[src/rtl/ws2812_pkg.sv]
`default_nettype none
// +----------------------------------------------------------------------------+
// | Module      : ws2812_pkg                                                   |
// | Description : Shared types and timing constants for the WS2812 multi-strip |
// |               frame sequencer.                                             |
// | Contents    : seq_state_t  - sequencer state encoding                      |
// |               T_RESET_100MHZ, T_DEBOUNCE_100MHZ - default timing at 100MHz |
// |               max_int      - elaboration-time helper                       |
// | Revision    : 1.0 - initial release                                        |
// +----------------------------------------------------------------------------+
package ws2812_pkg;

  typedef enum logic [1:0] {
    IDLE    = 2'd0,
    SHIP    = 2'd1,
    LATCH   = 2'd2,
    DBOUNCE = 2'd3
  } seq_state_t;

  // 280 us latch gap and 10 ms button debounce at a 100 MHz clock
  localparam int T_RESET_100MHZ    = 28000;
  localparam int T_DEBOUNCE_100MHZ = 1000000;

  function automatic int max_int(input int a, input int b);
    return (a > b) ? a : b;
  endfunction

endpackage
`default_nettype wire

[src/rtl/ws2812_cycle_timer.sv]
`default_nettype none
// +----------------------------------------------------------------------------+
// | Module      : ws2812_cycle_timer                                           |
// | Description : Clear/enable up-counter with a terminal-count flag. One      |
// |               instance is time-shared between the latch gap and the        |
// |               button debounce window.                                      |
// | Ports       : clk, reset  - clock, async active-high reset                 |
// |               clear       - synchronous clear (wins over enable)           |
// |               enable      - count up by one                                |
// |               limit       - terminal value to compare against              |
// |               at_limit    - count == limit                                 |
// | Revision    : 1.0 - initial release                                        |
// +----------------------------------------------------------------------------+
module ws2812_cycle_timer #(
  parameter int WIDTH = 8
) (
  input  logic             clk,
  input  logic             reset,
  input  logic             clear,
  input  logic             enable,
  input  logic [WIDTH-1:0] limit,
  output logic             at_limit
);

  logic [WIDTH-1:0] count;

  always_ff @(posedge clk or posedge reset) begin
    if (reset) begin
      count <= '0;
    end else if (clear) begin
      count <= '0;
    end else if (enable) begin
      count <= count + 1'b1;
    end
  end

  assign at_limit = (count == limit);

endmodule
`default_nettype wire

[src/rtl/ws2812_multi_frame_seq.sv]
`default_nettype none
// +----------------------------------------------------------------------------+
// | Module      : ws2812_multi_frame_seq                                       |
// | Description : Frame sequencer for NUM_CH WS2812B strips. Enables the GRB   |
// |               serialiser for each strip in turn, times the reset/latch gap |
// |               after each strip, and supports one-shot (button) frames,     |
// |               free-running auto refresh and abort.                         |
// | Ports       : clk, reset  - clock, async active-high reset                 |
// |               go          - start request (synchronous button)             |
// |               auto_mode   - restart frames continuously                    |
// |               abort       - stop the current frame after the latch gap     |
// |               bit_done    - serialiser finished the current strip          |
// |               ship        - one-hot serialiser enable per strip            |
// |               ch_sel      - index of the active strip                      |
// |               latch_low   - hold serial lines low (reset code)             |
// |               ready       - idle, go accepted                              |
// |               frame_done  - one-cycle pulse per completed frame            |
// |               frame_count - completed frames, wraps                        |
// | Revision    : 1.0 - initial release                                        |
// +----------------------------------------------------------------------------+
module ws2812_multi_frame_seq
  import ws2812_pkg::*;
#(
  parameter int NUM_CH          = 4,
  parameter int RESET_CYCLES    = T_RESET_100MHZ,
  parameter int DEBOUNCE_CYCLES = T_DEBOUNCE_100MHZ,
  parameter int FCNT_W          = 16,
  localparam int CH_W           = (NUM_CH > 1) ? $clog2(NUM_CH) : 1
) (
  input  logic              clk,
  input  logic              reset,
  input  logic              go,
  input  logic              auto_mode,
  input  logic              abort,
  input  logic              bit_done,
  output logic [NUM_CH-1:0] ship,
  output logic [CH_W-1:0]   ch_sel,
  output logic              latch_low,
  output logic              ready,
  output logic              frame_done,
  output logic [FCNT_W-1:0] frame_count
);

  localparam int CNT_W = $clog2(max_int(RESET_CYCLES, DEBOUNCE_CYCLES) + 1);
  localparam logic [CNT_W-1:0] RESET_LAST    = CNT_W'(RESET_CYCLES - 1);
  localparam logic [CNT_W-1:0] DEBOUNCE_LAST = CNT_W'(DEBOUNCE_CYCLES - 1);
  localparam logic [CH_W-1:0]  LAST_CH       = CH_W'(NUM_CH - 1);

  seq_state_t       state, state_next;
  logic             abort_flag;
  logic             timer_clear, timer_en, timer_tc;
  logic [CNT_W-1:0] timer_limit;
  logic             last_ch, abort_pending, latch_exit, frame_end;

  ws2812_cycle_timer #(
    .WIDTH (CNT_W)
  ) u_timer (
    .clk      (clk),
    .reset    (reset),
    .clear    (timer_clear),
    .enable   (timer_en),
    .limit    (timer_limit),
    .at_limit (timer_tc)
  );

  assign last_ch = (ch_sel == LAST_CH);
  // An abort arriving on the very last latch cycle still ends the frame.
  assign abort_pending = abort_flag | abort;
  assign latch_exit    = (state == LATCH) && timer_tc;
  assign frame_end     = latch_exit && !abort_pending && last_ch;

  always_ff @(posedge clk or posedge reset) begin
    if (reset) begin
      state <= IDLE;
    end else begin
      state <= state_next;
    end
  end

  always_comb begin
    state_next  = state;
    timer_clear = 1'b0;
    timer_en    = 1'b0;
    timer_limit = RESET_LAST;
    case (state)
      IDLE: begin
        timer_clear = 1'b1;
        if (go || auto_mode) state_next = SHIP;
      end
      SHIP: begin
        timer_clear = 1'b1;
        if (bit_done || abort) state_next = LATCH;
      end
      LATCH: begin
        timer_en = 1'b1;
        if (timer_tc) begin
          timer_clear = 1'b1;
          if (abort_pending)  state_next = DBOUNCE;
          else if (!last_ch)  state_next = SHIP;
          else if (auto_mode) state_next = SHIP;
          else                state_next = DBOUNCE;
        end
      end
      DBOUNCE: begin
        timer_limit = DEBOUNCE_LAST;
        if (go) begin
          timer_clear = 1'b1;
        end else if (timer_tc) begin
          timer_clear = 1'b1;
          state_next  = IDLE;
        end else begin
          timer_en = 1'b1;
        end
      end
      default: state_next = IDLE;
    endcase
  end

  always_ff @(posedge clk or posedge reset) begin
    if (reset) begin
      ch_sel      <= '0;
      abort_flag  <= 1'b0;
      frame_done  <= 1'b0;
      frame_count <= '0;
    end else begin
      frame_done <= frame_end;
      if (frame_end) frame_count <= frame_count + 1'b1;

      if (latch_exit) begin
        abort_flag <= 1'b0;
      end else if (abort && (state == SHIP || state == LATCH)) begin
        abort_flag <= 1'b1;
      end

      // ch_sel returns to 0 whenever a frame ends or is abandoned, so the
      // IDLE->SHIP transition always starts from strip 0.
      if (latch_exit) begin
        ch_sel <= (abort_pending || last_ch) ? '0 : ch_sel + 1'b1;
      end
    end
  end

  assign ready     = (state == IDLE);
  assign latch_low = (state == LATCH);

  for (genvar i = 0; i < NUM_CH; i++) begin : g_ship
    assign ship[i] = (state == SHIP) && (ch_sel == CH_W'(i));
  end

endmodule
`default_nettype wire

[config.mk]
export PLATFORM = sky130hd
export DESIGN_NAME = ws2812_multi_frame_seq
export DESIGN_NICKNAME = d
export VERILOG_FILES = /design/src/rtl/ws2812_pkg.sv /design/src/rtl/ws2812_cycle_timer.sv /design/src/rtl/ws2812_multi_frame_seq.sv
export SDC_FILE = /design/constraint.sdc
export NUM_CORES = 1
export LEC_CHECK = 0
export CORE_UTILIZATION = 59
export CTS_CLUSTER_DIAMETER = 60
export DETAILED_ROUTE_END_ITERATION = 10
export PLACE_DENSITY = 0.88
export SYNTH_ARGS = -nofsm -noshare
export SYNTH_HDL_FRONTEND = slang
export SYNTH_SLANG_ARGS = --single-unit
[constraint.sdc]
create_clock -name clk -period 4.4 [get_ports clk]
set_input_delay 0.44 -clock clk [delete_from_list [all_inputs] [get_ports clk]]
set_output_delay 0.44 -clock clk [all_outputs]
set_load 0.01 [all_outputs]
==> metrics, run 1 <==
Root Buffer=clkbuf_8; final WL=4.291 mm; drt via density=~5.7; port bufs=30; fin nets=263; Seq/Total Area, Yosys=0.4620; post-place setup slack=just over 2 ns; Design Power=approximately 0.65 mW; routed length per placed instance=roughly 14 um; Die W=between 60 and 70 um; Mapped Cells=210; die area=between 4000 and 5000 um2; Iter 0 DRT Violations=90; setup TNS=0 ns; yosys warns=0; Die Span Y=64.09 um; Final Wtd Congestion=slightly below 0.8; Slew headroom=0.4986; max cap viols=0; Post-Syn Nets=~230; largest net degree at the start of global routing=43; initial antenna violation count=0; met3 usage=0.05357; Max Fclk=about 430 MHz; Clk Latency, worst-skew pair=between 0.2 and 0.3 ns; Worst path most repeated cell=nand3_1; CP peak stage delay=between 0.5 and 0.6 ns; starting density of the core=0.6167; Slew Viols, Final=0; vias in the first global route=1607; fraction of layout cells with a size suffix above 1=0.08065; CTS max path bufs=2; number of I/O pins=31; met1 Use GR=0.3141; Leak=approximately 1.2 nW; Yosys top cell area share=0.4620; synthesized area=around 2300 um2; gr busiest metal=met2; CP max FO=8; crit-path leading delay family=simple AND/OR/NAND/NOR gates; RSZ-0062 raised after global routing=no; Antenna Cells=0; final instance area=~2700 um2; Setup CP Type=flop to flop; area leader, netlist=dfrtp_1; Startpoint Class=flop; Layout area overhead=20.08%; power per cell area=between 200 and 250 nW/um2; Tcrit/Tclk final=0.5244; GRT Util Overall=0.2417; clk sinks=42; Critical Path RT=~4.6 ns; first-pass GRT wire length=between 7 and 8 mm; detailed placer's ending HPWL=between 2 and 3 mm; first-pass iteration count of the detailed router=5; setup ws final=between 2 and 2.5 ns; worst-margin pin slew=approximately 0.75 ns; final setup fails=0; worst path bufs/invs=1; DRC viols=0; post-route minimum period=between 2 and 2.5 ns; main area contributors after synthesis=dfrtp_1 (46%), xnor2_1 (8.1%), ha_1 (5.5%); DP Area=approximately 2600 um2; worst vdd rail ir drop=about 0.18 mV; Vias=1673; flops & latches, synth=between 40 and 50; Site Rows=22; clock-pin slew on the worst setup and hold paths=about 0.08 ns; level count of the clock H-tree=2; clock buffer count from CTS=5; core area=approximately 3700 um2; Critical Path, Cell by Cell=inv_1 > ha_1 > and4bb_1 > nand3_1 > a2111oi_4 > nand3_1 > xnor2_1; Fin. Hold Viols=0; clk_skew=approximately 0.0065 ns; Critical Path AT=between 2 and 2.5 ns; post-route ant nets=0; commonest non-fill, non-tap cells in the layout=dfrtp_1 (42), clkdlybuf4s50_1 (30), nor2_1 (23); GRT met2 Usage=0.3856; Yosys cell types=40; Post-CTS Setup Inserts=0; CTS tree=done; Slowest cell on crit path=a2111oi_4; worst hold path class=flop to flop; most common cell after layout, fill and taps aside=dfrtp_1; cts repair resizes=0; outcome=finished clean; gr ovfl total=0; hold buffers post-CTS=0; CP Capture Type=flop; Mean Syn Cell Area=~11 um2
==> layer usage <==
metal / up-vias / wire [um]
met1: 810 / 1942
met4: 0 / 102
met5: - / 0
li1: 814 / -
met2: 38 / 2063
met3: 11 / 182
==> where the power goes <==
part | internal, mW | total [mW] | switching, mW
Sequential | 0.386 | 0.386 | 0.0000000000000000287
Combinational | 0.00488 | 0.0131 | 0.00822
Clock | 0.127 | 0.253 | 0.127
==> worst paths after layout <==
kind / from / to / slack, ns / cells past startpoint
max reg2reg: state[0] / frame_count[8] / 2.09 / 7
min reg2reg: frame_count[15] / frame_count[15] / 0.48 / 1
max: state[0] / frame_count[8] / 2.09 / 7
min: frame_count[15] / frame_count[15] / 0.48 / 1
min in group asynchronous: reset / u_timer.count[11] / 0.58 / 3
max in group asynchronous: reset / ch_sel[1] / 3.46 / 3
==> stage by stage <==
| step | util | instances | hold slack [ns] |
|---|---|---|---|
| 6_report | 0.7405 | 296 | 0.4789 |
| 3_3_place_gp | 0.7157 | 288 | 0.4590 |
| 2_1_floorplan | - | 210 | 0.4535 |
| 5_1_grt | 0.7405 | 296 | 0.4973 |
| 3_5_place_dp | 0.7157 | 288 | 0.4765 |
| 4_1_cts | 0.7405 | 296 | 0.4888 |
==> worst reg2reg max path, cell delays in order (launching register included) <==
cell and delay, ns:
dfrtp_1 0.41, inv_1 0.13, ha_1 0.33, and4bb_1 0.33, nand3_1 0.17, a2111oi_4 0.52, nand3_1 0.16, xnor2_1 0.15
==> cell usage after synthesis, drive strengths merged <==
cell type  count
ha            10
nor2          23
o22ai          1
o221ai         1
o31ai          1
or3            1
mux2           1
nand2b         2
nand3b         2
a21oi          7
nand2         15
a21o           1
nor4           1
a221o          1
mux2i          2
and4b          1
xnor2         21
nor3           2
buf            2
and4           4
inv            9
nor4b          2
o211ai         3
and3           6
nor4bb         1
dfrtp         42
o21ai          1
and2           5
nand4          7
nand3         17
and4bb         4
a2111oi        3
xor2          11
==> final cells by class <==
type	instances	area, um2
clock inverters	1	5.005
clock buffers	7	86.33
multi-input cells	157	1180
flip-flops and latches	42	1051
inverters	9	33.78
well taps	48	60.06
repair buffers	32	315.3
fillers	261	957.2
==> logic make-up (layout without fill, tap and decap cells) <==
kind of cell,Yosys count,count (layout),synth area share
AND/OR/NAND/NOR,93,93,0.2426
flip-flops,42,42,0.4620
XOR/XNOR,32,32,0.1232
AO/OA/AOI/OAI,19,19,0.08416
buffers and inverters,11,49,0.01925
adder cells (fa/ha/maj),10,10,0.05501
multiplexers,3,3,0.01375
==> state kept, by name (all words and copies together), names as in the netlist <==
register       cells
ch_sel             2
u_timer.count     20
frame_done         1
abort_flag         1
state              2
frame_count       16
No activity file was read; power rests on OpenSTA's default activity.
==> inputs of run 2 (changes only) <==
--- a/config.mk
+++ b/config.mk
@@ -5,10 +5,10 @@
 export SDC_FILE = /design/constraint.sdc
 export NUM_CORES = 1
 export LEC_CHECK = 0
-export CORE_UTILIZATION = 59
+export CORE_UTILIZATION = 54
 export CTS_CLUSTER_DIAMETER = 60
 export DETAILED_ROUTE_END_ITERATION = 10
-export PLACE_DENSITY = 0.88
+export PLACE_DENSITY = 0.82
 export SYNTH_ARGS = -nofsm -noshare
 export SYNTH_HDL_FRONTEND = slang
 export SYNTH_SLANG_ARGS = --single-unit
==> constraint.sdc (replaced) <==
create_clock -name clk -period 2.4 [get_ports clk]
set_input_delay 0.24 -clock clk [delete_from_list [all_inputs] [get_ports clk]]
set_output_delay 0.24 -clock clk [all_outputs]
set_load 0.01 [all_outputs]
==> run 2 against run 1 <==
Against the previous run:
- register-to-register slack worse by 1.9 ns
- global-route usage is 3.1 points lower
- non-clock buffer count is 2 higher
- via count is 3.9% lower
- sequential power is 83% higher
- power is 96% higher
- clock-buffer cell count stayed put
- largest power group unchanged
==> metrics, run 2 (synthesized netlist as in run 1, its figures left out) <==
CTS max path bufs=2; Root Buffer=clkbuf_8; Sw Ratio=0.1962; clock-pin slew on the worst setup and hold paths=0.08 ns; number of I/O pins=31; Max Fclk=454.9 MHz; Flop pwr share=0.553; Iter 0 DRT Violations=89; Reg with most FFs=u_timer.count; Slew Viols, Final=0; first-pass GRT wire length=between 7 and 8 mm; Leak=between 1 and 1.5 nW; area of the multi-input gates=1182 um2; Tcrit/Tclk final=0.9160; max cap viols=0; max reg flops=20; initial antenna violation count=0; Switch Pwr=0.2508 mW; starting density of the core=0.5646; gr ovfl total=0; worst hold path class=input port to async pin; Die Span Y=66.90 um; placed insts=a little under 300; GRT Util Overall=0.2104; hold buffers post-CTS=0; power per cell area=roughly 460 nW/um2; worst vdd rail ir drop=roughly 0.26 mV; Critical Path AT=between 2 and 2.5 ns; largest net degree at the start of global routing=43; Die W=66.90 um; Largest regs=u_timer.count: 20 flops, frame_count: 16 flops; first-pass iteration count of the detailed router=4; r2r startpoint=state[1]; Site Rows=23; fin nets=265; setup TNS=0 ns; Antenna Cells=0; Slew headroom=0.6033; routed length per placed instance=roughly 14 um; most common cell after layout, fill and taps aside=dfrtp_1; post-route minimum period=around 2.2 ns; detailed placer's ending HPWL=~3 mm; Slowest cell on crit path=dfrtp_1; worst-margin pin slew=~0.59 ns; fraction of layout cells with a size suffix above 1=0.08800; Final Wtd Congestion=about 0.87; post-route ant nets=0; Pint=slightly above 1 mW; level count of the clock H-tree=2; core area=approximately 4000 um2; Vias=about 1600; commonest non-fill, non-tap cells in the layout=dfrtp_1 (42), clkdlybuf4s50_1 (30), nor2_1 (23); Fin. Hold Viols=0; combinational share of power=0.019; Crit. Startpoint=state[1]; Layout area overhead=21.62%; drt via density=~5.4; outcome=finished clean; clock buffer count from CTS=5; clock share of power=0.428; CP max FO=14; Critical Path, Cell by Cell=ha_2 > and4bb_2 > o211ai_4 > a21o_1 > o211ai_1 > buf_4 > nor2_1; Register Area=1051 um2; CP peak stage delay=0.41 ns; final WL=4.193 mm; clk sinks=42; vias in the first global route=between 1500 and 2000; RSZ-0062 raised after global routing=no; fin cells=300; Critical Path RT=approximately 2.6 ns; clk_skew=approximately 0.0054 ns; Clk Latency, worst-skew pair=~0.29 ns; Setup CP Type=flop to flop; DRC viols=0; CTS tree=done; Fillers=316; CP Capture Type=flop; final setup fails=0; Startpoint Class=flop; die area=4476 um2; port bufs=30
run 2: repair_timing:
item | CTS | global route
buffers inserted | 0 | 0
setup endpoints to repair | 0 | 13
gates resized for setup | 0 | 1
run 2: worst paths after layout:
path,to,slack (ns),cells after the start
worst max-delay path,u_timer.count[13],0.20,7
worst min-delay path,frame_count[13],0.38,3
worst max register to register,u_timer.count[13],0.20,7
worst min register to register,frame_count[15],0.47,1
max in group asynchronous,u_timer.count[0],1.67,3
min in group clk,frame_count[15],0.47,1
run 2: cell type report:
| class | instances | share of cell area |
|---|---|---|
| multi-input combinational | 157 | 0.4274 |
| sequential | 42 | 0.3799 |
| clock buffer | 7 | 0.02759 |
| tap | 50 | 0.02261 |
| timing repair buffer | 34 | 0.1194 |
| inverter | 9 | 0.01221 |
| clock inverter | 1 | 0.01085 |
run 2: per-stage QoR:
stage	area [um2]	util	hold WS [ns]	setup WS [ns]	power, mW
CTS	2764	0.6860	0.3955	0.1358	1.292
global placement	2658	0.6596	0.4588	0.2142	0.7461
detailed placement	2658	0.6596	0.4659	0.1725	0.7462
floorplan	2275	-	0.4210	0.3443	0.7322
finish	2766	0.6866	0.3822	0.2015	1.278
global route	2766	0.6866	0.4729	0.03428	1.319
run 2: metal layers:
| layer | GRT usage | wire length [um] | up-vias |
|---|---|---|---|
| met5 | 0 | 0 | - |
| met4 | 0.07979 | 55 | 0 |
| met3 | 0.05308 | 152 | 7 |
| met2 | 0.3270 | 1939 | 29 |
| met1 | 0.2791 | 2047 | 753 |
| li1 | - | - | 819 |
run 2: critical path, delay by kind of cell (launching register included):
kind | cells | cell delay (ns)
and+or+nand+nor | 2 | 0.40
adders and majority gates | 1 | 0.30
buffers and inverters | 1 | 0.29
AOI/OAI and AO/OA | 3 | 0.72
DFF | 1 | 0.41
run 2: power by group through the flow:
| stage | sequential [mW] | clock, mW | combinational, mW |
|---|---|---|---|
| after floorplan | 0.721 | 0 | 0.0111 |
| after global placement | 0.721 | 0 | 0.0251 |
| after detailed placement | 0.721 | 0 | 0.0252 |
| after CTS | 0.707 | 0.560 | 0.0253 |
| after global routing | 0.707 | 0.584 | 0.0284 |
| final | 0.707 | 0.547 | 0.0240 |
